## config.mk

```make
export PLATFORM = sky130hd
export DESIGN_NAME = traffic_timer
export DESIGN_NICKNAME = d
export VERILOG_FILES = /design/src/rtl/traffic_timer.sv
export SDC_FILE = /design/constraint.sdc
export NUM_CORES = 1
export LEC_CHECK = 0
export ABC_CLOCK_PERIOD_IN_PS = 2420
export CORE_ASPECT_RATIO = 0.5
export CORE_MARGIN = 5
export CORE_UTILIZATION = 35
export CTS_CLUSTER_DIAMETER = 100
export DETAILED_ROUTE_END_ITERATION = 8
export REMOVE_ABC_BUFFERS = 1
export SLEW_MARGIN = 20
export SYNTH_ARGS = -nofsm -noshare
export SYNTH_HDL_FRONTEND = slang
export SYNTH_SLANG_ARGS = --single-unit
```

## constraint.sdc

```tcl
create_clock -name clk -period 2.42 [get_ports clk]
set_clock_uncertainty 0.2 [all_clocks]
set_input_delay 0.363 -clock clk [delete_from_list [all_inputs] [get_ports clk]]
set_output_delay 0.363 -clock clk [all_outputs]
set_load 0.05 [all_outputs]
```

## src/rtl/traffic_timer.sv

```systemverilog
// traffic_timer: prescaled interval timer for a traffic-light controller.
// A start request latches the shadow hold/yellow intervals into the active
// registers and restarts counting; each interval raises a sticky flag once
// the requested number of prescaled ticks has elapsed since that start.
module traffic_timer #(
  parameter int unsigned PRESCALE       = 1000,
  parameter logic [7:0]  HOLD_DEFAULT   = 8'd30,
  parameter logic [7:0]  YELLOW_DEFAULT = 8'd5
) (
  input  logic       clk,
  input  logic       reset,
  input  logic       START_TIMER,
  input  logic       cfg_we,
  input  logic [7:0] cfg_hold,
  input  logic [7:0] cfg_yellow,
  output logic       T_HOLD,
  output logic       T_YELLOW,
  output logic       busy
);

  // Last prescaler value; a tick is issued in the cycle that holds it.
  localparam logic [15:0] LP_PS_LAST = 16'(PRESCALE - 1);

  // A zero interval would never expire, so it is promoted to one tick.
  function automatic logic [7:0] f_min_one(input logic [7:0] v);
    logic [7:0] res;
    if (v == 8'd0) begin
      res = 8'd1;
    end else begin
      res = v;
    end
    return res;
  endfunction

  logic [7:0]  r_sh_hold;
  logic [7:0]  r_sh_yellow;
  logic [7:0]  r_act_hold;
  logic [7:0]  r_act_yellow;
  logic [15:0] r_presc;
  logic [7:0]  r_tcnt;
  logic        r_t_hold;
  logic        r_t_yellow;

  logic        w_tick;
  logic        w_run;
  logic [15:0] w_presc_nxt;
  logic [7:0]  w_tcnt_nxt;
  logic        w_hold_hit;
  logic        w_yellow_hit;

  // Next-state terms for the prescaler, the saturating tick counter and expiry detection.
  always_comb begin
    w_tick       = 1'b0;
    w_run        = 1'b0;
    w_presc_nxt  = 16'd0;
    w_tcnt_nxt   = 8'd0;
    w_hold_hit   = 1'b0;
    w_yellow_hit = 1'b0;

    // Counting is frozen once both intervals have elapsed.
    if (r_t_hold && r_t_yellow) begin
      w_run = 1'b0;
    end else begin
      w_run = 1'b1;
    end

    if (r_presc == LP_PS_LAST) begin
      w_tick      = 1'b1;
      w_presc_nxt = 16'd0;
    end else begin
      w_tick      = 1'b0;
      w_presc_nxt = r_presc + 16'd1;
    end

    if (r_tcnt == 8'hFF) begin
      w_tcnt_nxt = r_tcnt;
    end else begin
      w_tcnt_nxt = r_tcnt + 8'd1;
    end

    // An interval expires on the tick edge where tcnt reaches its active value.
    if (w_tick && (w_tcnt_nxt == r_act_hold)) begin
      w_hold_hit = 1'b1;
    end else begin
      w_hold_hit = 1'b0;
    end

    if (w_tick && (w_tcnt_nxt == r_act_yellow)) begin
      w_yellow_hit = 1'b1;
    end else begin
      w_yellow_hit = 1'b0;
    end
  end

  // Shadow configuration registers, written by the configuration strobe.
  always_ff @(posedge clk or posedge reset) begin
    if (reset) begin
      r_sh_hold   <= HOLD_DEFAULT;
      r_sh_yellow <= YELLOW_DEFAULT;
    end else if (cfg_we) begin
      r_sh_hold   <= cfg_hold;
      r_sh_yellow <= cfg_yellow;
    end else begin
      r_sh_hold   <= r_sh_hold;
      r_sh_yellow <= r_sh_yellow;
    end
  end

  // Active intervals: captured from the pre-write shadow values on every start.
  always_ff @(posedge clk or posedge reset) begin
    if (reset) begin
      r_act_hold   <= HOLD_DEFAULT;
      r_act_yellow <= YELLOW_DEFAULT;
    end else if (START_TIMER) begin
      r_act_hold   <= f_min_one(r_sh_hold);
      r_act_yellow <= f_min_one(r_sh_yellow);
    end else begin
      r_act_hold   <= r_act_hold;
      r_act_yellow <= r_act_yellow;
    end
  end

  // Prescaler, tick counter and sticky expiry flags; a start overrides any expiry.
  always_ff @(posedge clk or posedge reset) begin
    if (reset) begin
      r_presc    <= 16'd0;
      r_tcnt     <= 8'd0;
      r_t_hold   <= 1'b1;
      r_t_yellow <= 1'b1;
    end else if (START_TIMER) begin
      r_presc    <= 16'd0;
      r_tcnt     <= 8'd0;
      r_t_hold   <= 1'b0;
      r_t_yellow <= 1'b0;
    end else if (w_run) begin
      r_presc <= w_presc_nxt;
      if (w_tick) begin
        r_tcnt <= w_tcnt_nxt;
      end else begin
        r_tcnt <= r_tcnt;
      end
      r_t_hold   <= r_t_hold | w_hold_hit;
      r_t_yellow <= r_t_yellow | w_yellow_hit;
    end else begin
      r_presc    <= r_presc;
      r_tcnt     <= r_tcnt;
      r_t_hold   <= r_t_hold;
      r_t_yellow <= r_t_yellow;
    end
  end

  assign T_HOLD   = r_t_hold;
  assign T_YELLOW = r_t_yellow;
  assign busy     = ~(r_t_hold & r_t_yellow);

endmodule

```

==> impl_metrics.ini, run 1 <==
[sta]
drv_slew = 0
tightest_slew_ps = 536
finalHoldViolCount = 0
grt_setup_unrepaired = true
setup_violations = 0
fin_ws_ps = 31.3
period_share_pct = 98.7
slew_headroom_pct = 64.2
hold_ws_ps = 206
period_minus_slack_ps = 2390
timing.fmax_mhz = 419

[detailed_routing]
vias = 2583
drc_errors = 0
drtPass1Iterations = 5
vias_per_cell = 5.38
wl_per_cell_um = 16.8
wirelength_mm = 8.07
drt-initial-drc-count = 245
ant_nets = 0

[critical_path]
cp_max_fo = 5
required_ps = 2410
crit_type = reg -> reg
rrSetupSlack_ps = 30
reg2reg_depth = 5
crit_path_end_kind = flop
r2r-end = r_tcnt[4]
cp-start-kind = flop
r2r_start = r_presc[13]
arrival_ps = 2380

[yosys]
ys_async_sr_fraction_pct = 100
yosysTopAreaCellShare_pct = 34.7
ys_warn_count = 0
synth_area_um2 = 3180
synth_area_leaders = dfrtp_1 35%, dfstp_2 12%, mux2_2 11%
yosys-top-cells-count = 44 x dfrtp_1, 33 x nor2_1, 30 x mux2_2, 17 x nand2_1, 15 x xnor2_1
post-synth-top-count-cell = dfrtp_1
synth_top_area_cell = dfrtp_1
synth-seq-cells = 58
syn_area_per_cell_um2 = 10.1
synth_seq_area_share_pct = 46.2
synth.distinct_cells = 56
synth_ff_type = dfrtp_1
synth_cells = 315
synth-edff-count = 0

[floorplanning]
die_w_um = 145
core_um2 = 8770
die_y_um = 77.4
num_rows = 24
ios = 23
initial_core_util_pct = 36.2
die-area_um2 = 11200

[clock_tree]
hold_buffers = 0
cts_buffers = 9
clk-insertion-delay-late_ps = 330
cts_root_buf = clkbuf_16
cts_max_level = 3
clock_sinks = 58
cts_tree = built
clkTransAtPathRegs_ps = 50
cts_max_path_buffers = 2

[power_and_ir_drop]
ir_worst_vdd_mv = 0.329
p_leak_nw = 1.57
p_per_area_nw_per_um2 = 654

[global_route]
antenna_found_initial = 0
grt_util_met3_pct = 5.04
gr-max-usage-layer = met2
grt_pass1_vias = 2568
grt_max_degree = 40
met2_usage_pct = 24.1
grt_usage_pct = 15.5
grt_pass1_wl_mm = 13.4
grtUsageMet1_pct = 20.3
grt_overflow_total = 0

[placement]
dp_slack_ps = -82.3
place_area_um2 = 3670
io_buffers = 22
dpl.hpwl_mm = 5.88
place_inst = 462
gp_congestion = 0.925

[layout]
diodes = 0
stdcell_count = 480
drive_gt1_share_pct = 28.1
nets = 380
fin_area_um2 = 4010
layout-area-overhead-vs-synth_pct = 26.1

[run]
maxCapViolCount = 0

[run_status]
status = finished, final reports clean

[worst_hold_path]
hp-class = in -> async
-- worst max-delay path, cell delays in order, from the launching register on --
cell,delay [ps]
dfrtp_1,380
or4_4,560
or4_4,600
nor3_1,230
mux2i_1,220
nor2_1,60
-- report_power, final --
part / internal [W] / switching [W] / leakage (nW)
clock network: 0.000848 / 0.000422 / 0.150
registers: 0.00106 / 0.0000643 / 0.714
logic: 0.000126 / 0.0000986 / 0.708
-- cell usage in the layout, fill, tap and decap left out, types with 2 or more instances in the layout --
| cell type | n |
|---|---|
| inv_1 | 10 |
| dfrtp_1 | 44 |
| o21ai_0 | 8 |
| nor3_1 | 12 |
| and2_1 | 3 |
| or2_2 | 2 |
| buf_4 | 27 |
| nand4_1 | 8 |
| a31oi_1 | 4 |
| nand2b_1 | 4 |
| a211oi_1 | 5 |
| xnor2_1 | 15 |
| or4_1 | 2 |
| clkbuf_16 | 9 |
| nor4_1 | 6 |
| nor2_1 | 32 |
| nand3_1 | 13 |
| clkinv_2 | 2 |
| o2111ai_1 | 2 |
| xor2_1 | 10 |
| o221ai_1 | 2 |
| clkbuf_1 | 2 |
| o211ai_1 | 2 |
| clkdlybuf4s50_1 | 21 |
| ha_1 | 2 |
| a21oi_1 | 9 |
| dfstp_2 | 14 |
| nand2_1 | 17 |
| clkbuf_8 | 2 |
| or3_1 | 3 |
| mux2_2 | 30 |
| and3_1 | 5 |
| or4_4 | 3 |
| a311oi_1 | 2 |
| mux2i_1 | 3 |
-- stage by stage --
stage	TNS [ps]	total power, W	util (%)
CTS	0	0.00266	45.4
floorplan	0	0.00126	-
global placement	-42.7	0.00135	41.9
finish	0	0.00262	45.7
detailed placement	-763	0.00136	41.9
global route	-373	0.00273	45.7
-- worst max-delay path by stage --
stage                 from   endpoint  slack, ps
4_1_cts        r_presc[12]     T_HOLD         20
6_report       r_presc[13]  r_tcnt[4]         30
5_1_grt        r_presc[13]     T_HOLD        -70
3_5_place_dp     r_tcnt[1]     T_HOLD        -80
2_1_floorplan    r_tcnt[0]   T_YELLOW         40
3_3_place_gp     r_tcnt[0]     T_HOLD        -40
-- area by class of cell --
type	instances	area [µm²]
well taps	117	146
repair buffers	49	433
inverters	11	41.3
multi-input cells	229	1620
fillers	844	4760
flip-flops and latches	58	1470
clock buffers	13	260
clock inverters	3	40.0
-- state kept, by name (all words and copies together), names as in the netlist --
register	count
T_HOLD	1
T_YELLOW	1
r_act_hold	8
r_act_yellow	8
r_presc	16
r_sh_hold	8
r_sh_yellow	8
r_tcnt	8
-- routing by layer --
layer | up-vias | routed length [µm]
met5 | - | 0
met4 | 0 | 117
met3 | 12 | 398
met2 | 83 | 3820
met1 | 1264 | 3740
li1 | 1224 | -
-- what timing repair did --
action	in CTS	in global routing
setup buffers	0	1
gates resized for setup	3	3
cloned	0	1
pin swaps	1	1
setup endpoints to repair	13	19
-- kinds of logic (layout without fill, tap and decap cells) --
kind of cell             after synthesis  count (layout)  share of synthesized area [%]
XOR/XNOR                              25              25                           6.89
flip-flops                            58              58                           46.2
multiplexers                          33              33                           11.6
AND/OR/NAND/NOR                      121             122                           20.2
AO/OA/AOI/OAI                         47              47                           10.6
adder cells (fa/ha/maj)                2               2                          0.788
buffers and inverters                 29              76                           3.74
Note: power is estimated with default switching activity, not from simulation.
==> run 2: changes to the inputs <==
Settings changed: SETUP_SLACK_MARGIN from default to 0.15.
==> run 2 against run 1 <==
Critical path depth is the same. Maximum frequency grew 1.2%. Routed wire length grew 1.1%. Count of clock-buffer cells in the layout is the same. Utilization grew 1.1 points. Non-clock buffer count grew 1. Setup slack gained 28 ps. Sequential power is essentially flat. Worst hold slack lost 0.73 ps. Total power is essentially flat. Combinational power is essentially flat. Critical endpoint is now r_tcnt[3]. Largest cell class unchanged.
==> impl_metrics.ini, run 2 (synthesized netlist as in run 1, its figures left out) <==
[layout]
max_flop_register = r_presc
stdcell_count = 481
mostFrequentLayoutCells = 44 x dfrtp_1, 29 x mux2_2, 26 x buf_4
layout_commonest_cell = dfrtp_1
diodes = 0
fin_area_um2 = 4100
final_core_util_pct = 46.8
drive_gt1_share_pct = 31.9
nets = 381
nFillCells = 838
layout-area-overhead-vs-synth_pct = 29.2
largest_register_ffs = 16

[power_and_ir_drop]
p_int_w = 0.00203
p_sw_w = 0.000585
power_frac_comb_pct = 8.7
p_leak_nw = 1.59
p_clk_share_pct = 48.4
ir_worst_vdd_mv = 0.329
finalPower_w = 0.00262
p_seq_share_pct = 42.9
switching_share_pct = 22.3
p_per_area_nw_per_um2 = 638

[clock_tree]
cts_max_path_buffers = 2
clock_sinks = 58
clkTransAtPathRegs_ps = 50
cts_root_buf = clkbuf_16
cts_max_level = 3
cts_buffers = 9
cts_tree = built
clk-insertion-delay-late_ps = 330
hold_buffers = 0

[global_route]
grt_overflow_total = 0
grt_pass1_vias = 2588
grt_usage_pct = 15.8
grt_pass1_wl_mm = 13.6
grt_max_degree = 40
antenna_found_initial = 0

[sta]
finalHoldViolCount = 0
tightest_slew_ps = 530
timing.fmax_mhz = 424
grt_setup_unrepaired = true
hold_ws_ps = 205
drv_slew = 0
slew_headroom_pct = 64.6
period_share_pct = 97.6
period_minus_slack_ps = 2360
setup_violations = 0

[floorplanning]
initial_core_util_pct = 36.2
ios = 23
core_um2 = 8770
num_rows = 24
die_y_um = 77.4
die_w_um = 145
die-area_um2 = 11200

[critical_path]
cp-start-kind = flop
required_ps = 2410
crit_type = reg -> reg
arrival_ps = 2350
cp_max_fo = 5
crit_path_end_kind = flop

[detailed_routing]
drt-initial-drc-count = 196
drc_errors = 0
wirelength_mm = 8.16
vias = 2621
vias_per_cell = 5.45
ant_nets = 0
drtPass1Iterations = 5
wl_per_cell_um = 17.0

[run_status]
status = finished, final reports clean

[placement]
io_buffers = 22
gp_congestion = 0.925
place_area_um2 = 3670
place_inst = 462
dpl.hpwl_mm = 5.88

[run]
maxCapViolCount = 0

[worst_hold_path]
hp-class = in -> async
-- run 2: cell count changes in the layout (fill, tap and decap cells not counted), moves of 2 or more --
cell / delta
buf_6: +2
nor3_4: +2
nor2_4: +3
nor3_1: -3
dlygate4sd2_1: +2
nor2_1: -8
nor2_2: +5
clkdlybuf4s50_1: -2
-- run 2: critical path, stage by stage (launching register included) --
cell     delay [ps]
dfrtp_1         380
or4_4           540
or4_4           610
nor4b_2         270
xnor2_1         160
nor2_1           60
-- run 2: worst paths after layout --
path / slack (ps) / start / endpoint / depth (start not counted)
max: 60 / r_presc[12] / r_tcnt[3] / 5
min: 200 / reset / r_presc[0] / 2
max reg2reg: 60 / r_presc[12] / r_tcnt[3] / 5
min reg2reg: 300 / r_act_yellow[0] / r_act_yellow[0] / 2
max in group asynchronous: 1230 / reset / r_presc[9] / 3
min in group clk: 300 / r_act_yellow[0] / r_act_yellow[0] / 2
-- run 2: layout make-up --
type | count | area, µm² | share of cell area (%)
clock buffers | 13 | 260 | 6.34
clock inverters | 3 | 40.0 | 0.976
inverters | 11 | 41.3 | 1.01
multi-input cells | 229 | 1700 | 41.5
flip-flops and latches | 58 | 1470 | 35.8
well taps | 117 | 146 | 3.57
repair buffers | 50 | 445 | 10.9
-- run 2: routing by layer --
| metal | share of wire [%] | track usage (%) | vias to the layer above |
|---|---|---|---|
| met3 | 6.1 | 4.98 | 8 |
| met2 | 48 | 24.2 | 101 |
| met4 | 1.2 | 6.05 | 0 |
| li1 | - | - | 1228 |
| met1 | 45 | 20.9 | 1284 |
| met5 | 0 | 0 | - |
-- run 2: power groups by stage --
stage | combinational [W] | sequential (W) | clock (W)
6_report | 0.000227 | 0.00112 | 0.00127
5_1_grt | 0.000253 | 0.00113 | 0.00135
4_1_cts | 0.000225 | 0.00112 | 0.00131
3_5_place_dp | 0.000222 | 0.00114 | 0
3_3_place_gp | 0.000216 | 0.00114 | 0
2_1_floorplan | 0.000141 | 0.00111 | 0
-- run 2: metrics by stage --
| stage | TNS (ps) | setup WS, ps |
|---|---|---|
| floorplan | 0 | 44.6 |
| global placement | -42.7 | -42.7 |
| detailed placement | -763 | -82.3 |
| CTS | 0 | 44.7 |
| global route | -39.3 | -28.1 |
| finish | 0 | 59.2 |
-- run 2: timing repair --
| item | CTS | global route |
|---|---|---|
| setup endpoints to repair | 25 | 23 |
| pin swaps | 5 | 8 |
| cloned | 1 | 0 |
| resized for setup | 13 | 19 |
| buffers inserted | 0 | 2 |
==> run 3: changes to the inputs <==
Settings changed: ABC_CLOCK_PERIOD_IN_PS 2420 to default.
==> results of run 3 <==
No change in the layout: final DEF, timing and power equal those of run 2.
